**src/rtl/alu_pkg.sv**
```systemverilog
// Shared definitions for the ALU issue/collect slice.
//   WIDTH/TAG_W : default operand and tag widths
//   OP_ADD/SUB  : ALU opcode encoding (1 = a+b, 0 = a-b)
//   result_t    : one result FIFO entry {result, tag} at default widths
package alu_pkg;

   localparam int   WIDTH  = 8;
   localparam int   TAG_W  = 2;
   localparam logic OP_ADD = 1'b1;
   localparam logic OP_SUB = 1'b0;

   typedef struct packed {
      logic [WIDTH-1:0] result;
      logic [TAG_W-1:0] tag;
   } result_t;

endpackage

```
**src/rtl/alu_result_fifo.sv**
```systemverilog
// Synchronous result FIFO, DEPTH entries of type T.
//   clk, rst_n : clock, asynchronous active-low reset (pointers/count only)
//   push_i     : write din_i at the tail
//   din_i      : entry to write
//   pop_i      : drop the head entry (caller guarantees non-empty)
//   count_o    : occupancy, 0..DEPTH
//   head_o     : head entry, valid while count_o != 0
module alu_result_fifo
   import alu_pkg::*;
#(
   parameter type T     = result_t,
   parameter int  DEPTH = 4
) (
   input  logic                     clk,
   input  logic                     rst_n,
   input  logic                     push_i,
   input  T                         din_i,
   input  logic                     pop_i,
   output logic [$clog2(DEPTH):0]   count_o,
   output T                         head_o
);

   localparam int PW = $clog2(DEPTH);

   T                mem_q [DEPTH];
   logic [PW-1:0]   wr_ptr_q, rd_ptr_q;
   logic [PW:0]     count_q;

   // Storage needs no reset: nothing is read until count_q says it was written.
   always_ff @(posedge clk) begin
      if (push_i) mem_q[wr_ptr_q] <= din_i;
   end

   // DEPTH is a power of two, so the pointers wrap on plain overflow.
   always_ff @(posedge clk or negedge rst_n) begin
      if (!rst_n) begin
         wr_ptr_q <= '0;
         rd_ptr_q <= '0;
         count_q  <= '0;
      end else begin
         if (push_i) wr_ptr_q <= wr_ptr_q + PW'(1);
         if (pop_i)  rd_ptr_q <= rd_ptr_q + PW'(1);
         case ({push_i, pop_i})
            2'b10:   count_q <= count_q + (PW+1)'(1);
            2'b01:   count_q <= count_q - (PW+1)'(1);
            default: count_q <= count_q;
         endcase
      end
   end

   assign count_o = count_q;
   assign head_o  = mem_q[rd_ptr_q];

endmodule

```
**src/rtl/alu_issue_ctrl.sv**
```systemverilog
// Issue/collect stage around a registered 1-cycle ALU.
//   in_*        : request channel (valid/ready), operands, op, tag
//   alu_a/b/op  : combinational copy of the request operands to the ALU
//   alu_out     : ALU result, valid the cycle after issue
//   out_*       : result channel (valid/ready), head result and tag
//   issued_cnt  : wrapping count of accepted requests
// A request is accepted only when its result already owns a FIFO slot
// (credit = FIFO occupancy + op in the ALU), so the FIFO cannot overflow.
module alu_issue_ctrl
   import alu_pkg::*;
#(
   parameter int WIDTH = alu_pkg::WIDTH,
   parameter int DEPTH = 4,
   parameter int TAG_W = alu_pkg::TAG_W
) (
   input  logic             clk,
   input  logic             rst_n,
   input  logic             in_valid,
   output logic             in_ready,
   input  logic [WIDTH-1:0] in_a,
   input  logic [WIDTH-1:0] in_b,
   input  logic             in_op,
   input  logic [TAG_W-1:0] in_tag,
   output logic [WIDTH-1:0] alu_a,
   output logic [WIDTH-1:0] alu_b,
   output logic             alu_op,
   input  logic [WIDTH-1:0] alu_out,
   output logic             out_valid,
   input  logic             out_ready,
   output logic [WIDTH-1:0] out_result,
   output logic [TAG_W-1:0] out_tag,
   output logic [15:0]      issued_cnt
);

   localparam int CW = $clog2(DEPTH) + 1;

   typedef struct packed {
      logic [WIDTH-1:0] result;
      logic [TAG_W-1:0] tag;
   } entry_t;

   logic             pipe_v_q;
   logic [TAG_W-1:0] pipe_tag_q;
   logic [15:0]      issued_cnt_q;
   logic             rdy_en_q;
   logic [CW-1:0]    fifo_cnt;
   logic [CW-1:0]    outstanding;
   logic             fire, pop;
   entry_t           push_ent, head_ent;

   assign alu_a  = in_a;
   assign alu_b  = in_b;
   assign alu_op = in_op;

   // Ops already holding a credit: stored results plus the one in the ALU.
   // This never exceeds DEPTH, so it fits in CW bits.
   assign outstanding = fifo_cnt + CW'(pipe_v_q);
   // rdy_en_q keeps in_ready low through reset and sets on the first edge after it.
   assign in_ready    = rdy_en_q && (outstanding < CW'(DEPTH));
   assign fire        = in_valid && in_ready;
   assign out_valid   = (fifo_cnt != '0);
   assign pop         = out_valid && out_ready;

   always_ff @(posedge clk or negedge rst_n) begin
      if (!rst_n) begin
         rdy_en_q     <= 1'b0;
         pipe_v_q     <= 1'b0;
         pipe_tag_q   <= '0;
         issued_cnt_q <= '0;
      end else begin
         rdy_en_q     <= 1'b1;
         pipe_v_q     <= fire;
         pipe_tag_q   <= in_tag;
         issued_cnt_q <= issued_cnt_q + 16'(fire);
      end
   end

   // alu_out is only captured while pipe_v_q marks a live op.
   assign push_ent.result = alu_out;
   assign push_ent.tag    = pipe_tag_q;

   alu_result_fifo #(
      .T     (entry_t),
      .DEPTH (DEPTH)
   ) u_fifo (
      .clk     (clk),
      .rst_n   (rst_n),
      .push_i  (pipe_v_q),
      .din_i   (push_ent),
      .pop_i   (pop),
      .count_o (fifo_cnt),
      .head_o  (head_ent)
   );

   assign out_result = head_ent.result;
   assign out_tag    = head_ent.tag;
   assign issued_cnt = issued_cnt_q;

endmodule

```
**config.mk**
```make
export PLATFORM = sky130hd
export DESIGN_NAME = alu_issue_ctrl
export DESIGN_NICKNAME = d
export VERILOG_FILES = /design/src/rtl/alu_pkg.sv /design/src/rtl/alu_result_fifo.sv /design/src/rtl/alu_issue_ctrl.sv
export SDC_FILE = /design/constraint.sdc
export NUM_CORES = 1
export LEC_CHECK = 0
export CAP_MARGIN = 20
export CORE_MARGIN = 3
export CORE_UTILIZATION = 50
export DETAILED_ROUTE_END_ITERATION = 12
export GPL_TIMING_DRIVEN = 1
export PLACE_DENSITY = 0.86
export REMOVE_ABC_BUFFERS = 1
export SYNTH_ARGS = -nofsm -noshare
export SYNTH_HDL_FRONTEND = slang
export SYNTH_SLANG_ARGS = --single-unit
```
**constraint.sdc**
```tcl
create_clock -name clk -period 4.5 [get_ports clk]
set_input_delay 0.9 -clock clk [delete_from_list [all_inputs] [get_ports clk]]
set_output_delay 0.9 -clock clk [all_outputs]
set_load 0.02 [all_outputs]
```
==> reports/qor.yml, run 1 <==
placedCellCount: 263
status: "completed"
die_h_um: 80.6
syn_to_final_growth_pct: 19.6
first_iter_violations: 52
cts_tree: "done"
ys_warn_count: 0
worstMarginPinSlew_ns: 0.662
fin_skew_ns: 0.00312
cp_data_arrival_time_ns: 2.26
grt_usage: 0.160
hpwl_um: 3170
cts_setup_buffers: 0
layout_common_cells: "clkdlybuf4s50_1 (41), edfxtp_1 (40), dfrtp_1 (27)"
power_density_nw_per_um2: 549
setup_viol: 0
antenna_found_initial: 0
setup-tns-final_ns: 0
grt_pass1_vias: 1451
route.detailed.drc: 0
io_buffers: 41
die_w_um: 80.6
vias: 1417
place_ws_ns: 1.65
diodes: 0
max_freq_mhz: 317
layout_commonest_cell: "clkdlybuf4s50_1"
coreArea_sq_um: 5240
root_buffer: "clkbuf_8"
drt_wl_total_um: 4630
drv_slew: 0
ir_worst_vdd_v: 0.000310
drive_gt1_frac: 0.139
cp.required_ns: 3.60
vias_per_cell: 5.08
grt_first_pass_wirelength_um: 7430
fin_cells: 279
leakage_nw: 1.28
max-slew-margin-rel: 0.559
cts_resized: 0
ys_seq_elements: 67
regArea_sq_um: 1880
cp-start-kind: "flip-flop"
cts_hold_buffers: 0
path_clk_slew_ns: 0.07
path_max_fanout: 12
nets: 243
cts_buffer_depth: 2
grt_max_degree: 28
grt_overflow_total: 0
std_cell_rows: 26
wire_per_inst_um: 16.6
ys_seq_area_frac: 0.674
place.gp.congestion: 0.757
synth_area_per_cell_sq_um: 16.3
rsz0062_at_grt: "no"
crit_path_end_kind: "output pin"
clock_latency_ns: 0.33
setup_slack_ns: 1.34
path_class: "reg2out"
htree_levels: 3
cap_viol_max_count: 0
die_area_sq_um: 6500
min_path_type: "reg2reg"
start_util: 0.532
hold_viol: 0
nFillCells: 374
fin_crit_sh: 0.702
yosysUniqueCellTypes: 27
cts.sink_count: 67
drtAntennaViolNets: 0
synthesis.area_sq_um: 2780
cts_made_buffers: 9
multi_input_area_sq_um: 741
num_io_pins: 76
postSynthCellCount: 171
period_minus_slack_ns: 3.16
drt_pre_antenna_iters: 4
-- metal layers --
metal / vias to the layer above / share of wire / track usage
met3: 7 / 0.097 / 0.0886
met2: 67 / 0.43 / 0.218
met5: - / 0 / 0
met4: 0 / 0.013 / 0.0557
li1: 655 / - / -
met1: 688 / 0.46 / 0.217
-- cell usage after synthesis --
cell type,number,area (sq um)
edfxtp_1,40,1200
dfrtp_1,27,676
buf_4,18,135
mux4_2,10,225
nand2_1,10,37.5
xnor2_1,10,87.6
xor2_1,10,87.6
ha_1,7,87.6
inv_1,6,22.5
and2_1,5,31.3
nand3_1,5,25.0
nor2_1,4,15.0
and3_1,3,18.8
nand4_1,2,12.5
o21ai_0,2,10.0
and2_4,1,8.76
and3_2,1,7.51
and4_4,1,11.3
buf_2,1,5.00
clkbuf_1,1,3.75
conb_1,1,3.75
fa_1,1,20.0
mux2i_1,1,10.0
nand2b_4,1,13.8
nor3_2,1,10.0
or3_1,1,6.26
or3_4,1,11.3
-- per-stage QoR --
stage | total power, W | util | hold WS (ns) | area, sq um
3_5_place_dp | 0.00138 | 0.601 | 0.469 | 3150
5_1_grt | 0.00193 | 0.636 | 0.528 | 3330
6_report | 0.00183 | 0.636 | 0.474 | 3330
4_1_cts | 0.00185 | 0.636 | 0.485 | 3330
3_3_place_gp | 0.00137 | 0.601 | 0.466 | 3150
2_1_floorplan | 0.00116 | - | 0.455 | 2640
-- registers in the layout (all words and copies together), names as in the netlist --
| register | flops |
|---|---|
| issued_cnt | 16 |
| pipe_tag_q | 2 |
| pipe_v_q | 1 |
| rdy_en_q | 1 |
| u_fifo.count_o | 3 |
| u_fifo.mem_q | 40 |
| u_fifo.rd_ptr_q | 2 |
| u_fifo.wr_ptr_q | 2 |
-- path summary, 6_finish.rpt --
check                                   start              to  slack [ns]  depth (start not counted)
min                            issued_cnt[15]  issued_cnt[15]        0.47                          1
min reg2reg                    issued_cnt[15]  issued_cnt[15]        0.47                          1
max in group asynchronous               rst_n   pipe_tag_q[1]        3.30                          2
max reg2reg                          pipe_v_q  issued_cnt[14]        2.33                          9
max                        u_fifo.rd_ptr_q[0]   out_result[3]        1.34                          2
min in group asynchronous               rst_n   issued_cnt[6]        0.94                          2
-- worst max-delay path: stages, from the launching register on --
cell and delay, ns:
dfrtp_1 0.77, mux4_2 0.60, clkdlybuf4s50_1 0.56
-- cell families (layout without fill, tap and decap cells) --
family	after synthesis	in the layout	synth area share
AND/OR/NAND/NOR	36	36	0.0751
other	1	1	0.00135
AO/OA/AOI/OAI	2	2	0.00360
adder cells (fa/ha/maj)	8	8	0.0387
multiplexers	11	11	0.0845
XOR/XNOR	20	20	0.0629
buffers and inverters	26	64	0.0598
flip-flops	67	67	0.674
-- layout make-up --
class,instances,share of cell area
flip-flops and latches,67,0.564
multi-input cells,78,0.222
repair buffers,42,0.126
clock buffers,10,0.0383
well taps,70,0.0263
clock inverters,6,0.0169
inverters,6,0.00676
-- where the power goes --
| part | switching [W] | internal, W |
|---|---|---|
| logic | 0.000229 | 0.000288 |
| registers | 0.000107 | 0.000738 |
| clock network | 0.000216 | 0.000250 |
| total | 0.000552 | 0.00128 |
(Power assumes the default switching activity.)
==> inputs of run 2 (changes only) <==
CORE_UTILIZATION = 48   (was 50)
PLACE_DENSITY = 0.83   (was 0.86)
clock period = 3.2 ns   (was 4.5 ns; I/O delays follow)
==> reports/qor.yml, run 2 (same netlist as run 1, synthesis figures left out) <==
layout_common_cells: "clkdlybuf4s50_1 (41), edfxtp_1 (40), dfrtp_1 (27)"
leakage_nw: 1.29  # +0.53%
crit_cells: 3  # +1
cap_viol_max_count: 0  # unchanged
cpLargestDelayFamily: "buffers and inverters"
setup-tns-final_ns: 0  # unchanged
cp_slowest_cell: "clkdlybuf4s50_1"
grt_first_pass_wirelength_um: 7530  # +1.3%
vias: 1433  # +1.1%
max-slew-margin-rel: 0.636  # +0.0770
place_ws_ns: 0.728  # -0.921 ns
route.detailed.drc: 0  # unchanged
fin_crit_sh: 0.860
layout_commonest_cell: "clkdlybuf4s50_1"
cts.sink_count: 67  # unchanged
drt_wl_total_um: 4650  # +0.35%
power_density_nw_per_um2: 772  # +41%
nets: 244  # +0.41%
holdPathStages: 1  # unchanged
path_class: "reg2out"
r2r_cells: 9  # unchanged
diodes: 0  # unchanged
cts_hold_buffers: 0  # unchanged
die_area_sq_um: 6750  # +3.9%
max_stage_delay_ns: 0.55  # -0.22 ns
cts_made_buffers: 9  # unchanged
hold_viol: 0  # unchanged
cts_buffer_depth: 2  # unchanged
drive_gt1_frac: 0.148  # +0.00886
clock_latency_ns: 0.32  # about the same
drtAntennaViolNets: 0  # unchanged
setup_slack_ns: 0.447  # -0.895 ns
grt_max_degree: 28  # unchanged
min_path_type: "reg2reg"
crit_buf_inv: 2  # +1
wire_per_inst_um: 16.5  # -0.72%
status: "completed"
syn_to_final_growth_pct: 20.0
die_w_um: 82.2  # +1.9%
cp_cell_sequence: "buf_4 -> mux4_2 -> clkdlybuf4s50_1"
root_buffer: "clkbuf_8"
coreArea_sq_um: 5570  # +6.4%
top_register: "u_fifo.mem_q"
path_clk_slew_ns: 0.07  # about the same
grt_pass1_vias: 1552  # +7.0%
worstMarginPinSlew_ns: 0.546  # -0.116 ns
cp_data_arrival_time_ns: 2.11  # -0.15 ns
period_minus_slack_ns: 2.75
cp.required_ns: 2.56  # -1.04 ns
antenna_found_initial: 0  # unchanged
fin_skew_ns: 0.00400  # +0.000886 ns
first_iter_violations: 60  # +15%
drt_pre_antenna_iters: 4  # unchanged
fin_cells: 282  # +1.1%
cts_resized: 0  # unchanged
path_max_fanout: 8  # -4
start_util: 0.499  # -0.0321
power_w: 0.00258  # +41%
setup_viol: 0  # unchanged
num_io_pins: 76  # unchanged
cts_tree: "done"
rsz0062_at_grt: "no"
grt_usage: 0.156  # -0.00432
std_cell_rows: 27  # +3.8%
max_freq_mhz: 363
crit_path_end_kind: "output pin"
cts_setup_buffers: 0  # unchanged
grt_overflow_total: 0  # unchanged
htree_levels: 3  # unchanged
place.gp.congestion: 0.756  # -0.11%
drv_slew: 0  # unchanged
die_h_um: 82.2  # +1.9%
placedCellCount: 266  # +1.1%
ir_worst_vdd_v: 0.000501  # +62%
io_buffers: 41  # unchanged
largest_register_ffs: 40  # unchanged
vias_per_cell: 5.08  # about the same
cp-start-kind: "flip-flop"
hpwl_um: 3270  # +3.1%
run 2: report_power, final:
part	switching [W]	internal, W	leakage (nW)
sequential	0.000123	0.00104	0.709
clock	0.000291	0.000356	0.0870
combinational	0.000355	0.000415	0.493
run 2: final timing paths:
| path | start | to | slack [ns] |
|---|---|---|---|
| max | u_fifo.rd_ptr_q[0] | out_result[0] | 0.45 |
| min | issued_cnt[13] | issued_cnt[13] | 0.49 |
| max reg2reg | pipe_v_q | issued_cnt[14] | 1.04 |
| min reg2reg | issued_cnt[13] | issued_cnt[13] | 0.49 |
| max in group asynchronous | rst_n | issued_cnt[11] | 2.25 |
| min in group asynchronous | rst_n | issued_cnt[7] | 0.69 |
run 2: layout make-up:
class,count,area [sq um]
Inverter,6,22.5
Fill cell,430,2230
Timing Repair Buffer,43,425
Sequential cell,67,1880
Multi-Input combinational cell,78,741
Tap cell,72,90.1
Clock inverter,5,53.8
Clock buffer,11,131
run 2: per-stage QoR:
step	instance area [sq um]	util	hold slack [ns]
global route	3340	0.599	0.510
finish	3340	0.599	0.492
detailed placement	3160	0.566	0.480
global placement	3160	0.566	0.465
CTS	3340	0.599	0.496
floorplan	2640	-	0.344
run 2: per-layer routing:
metal  share of wire  wire length (um)  track usage  up-vias
met3           0.074               342       0.0564        7
met5               0                 0            0        -
met2            0.49              2290        0.243       63
met1            0.43              1980        0.201      703
li1                -                 -            -      660
met4          0.0084                39       0.0598        0
==> inputs of run 3 (changes only) <==
SETUP_SLACK_MARGIN = 0.2   (was not set)
==> results of run 3 <==
Final layout, timing and power as in run 2 (identical DEF).
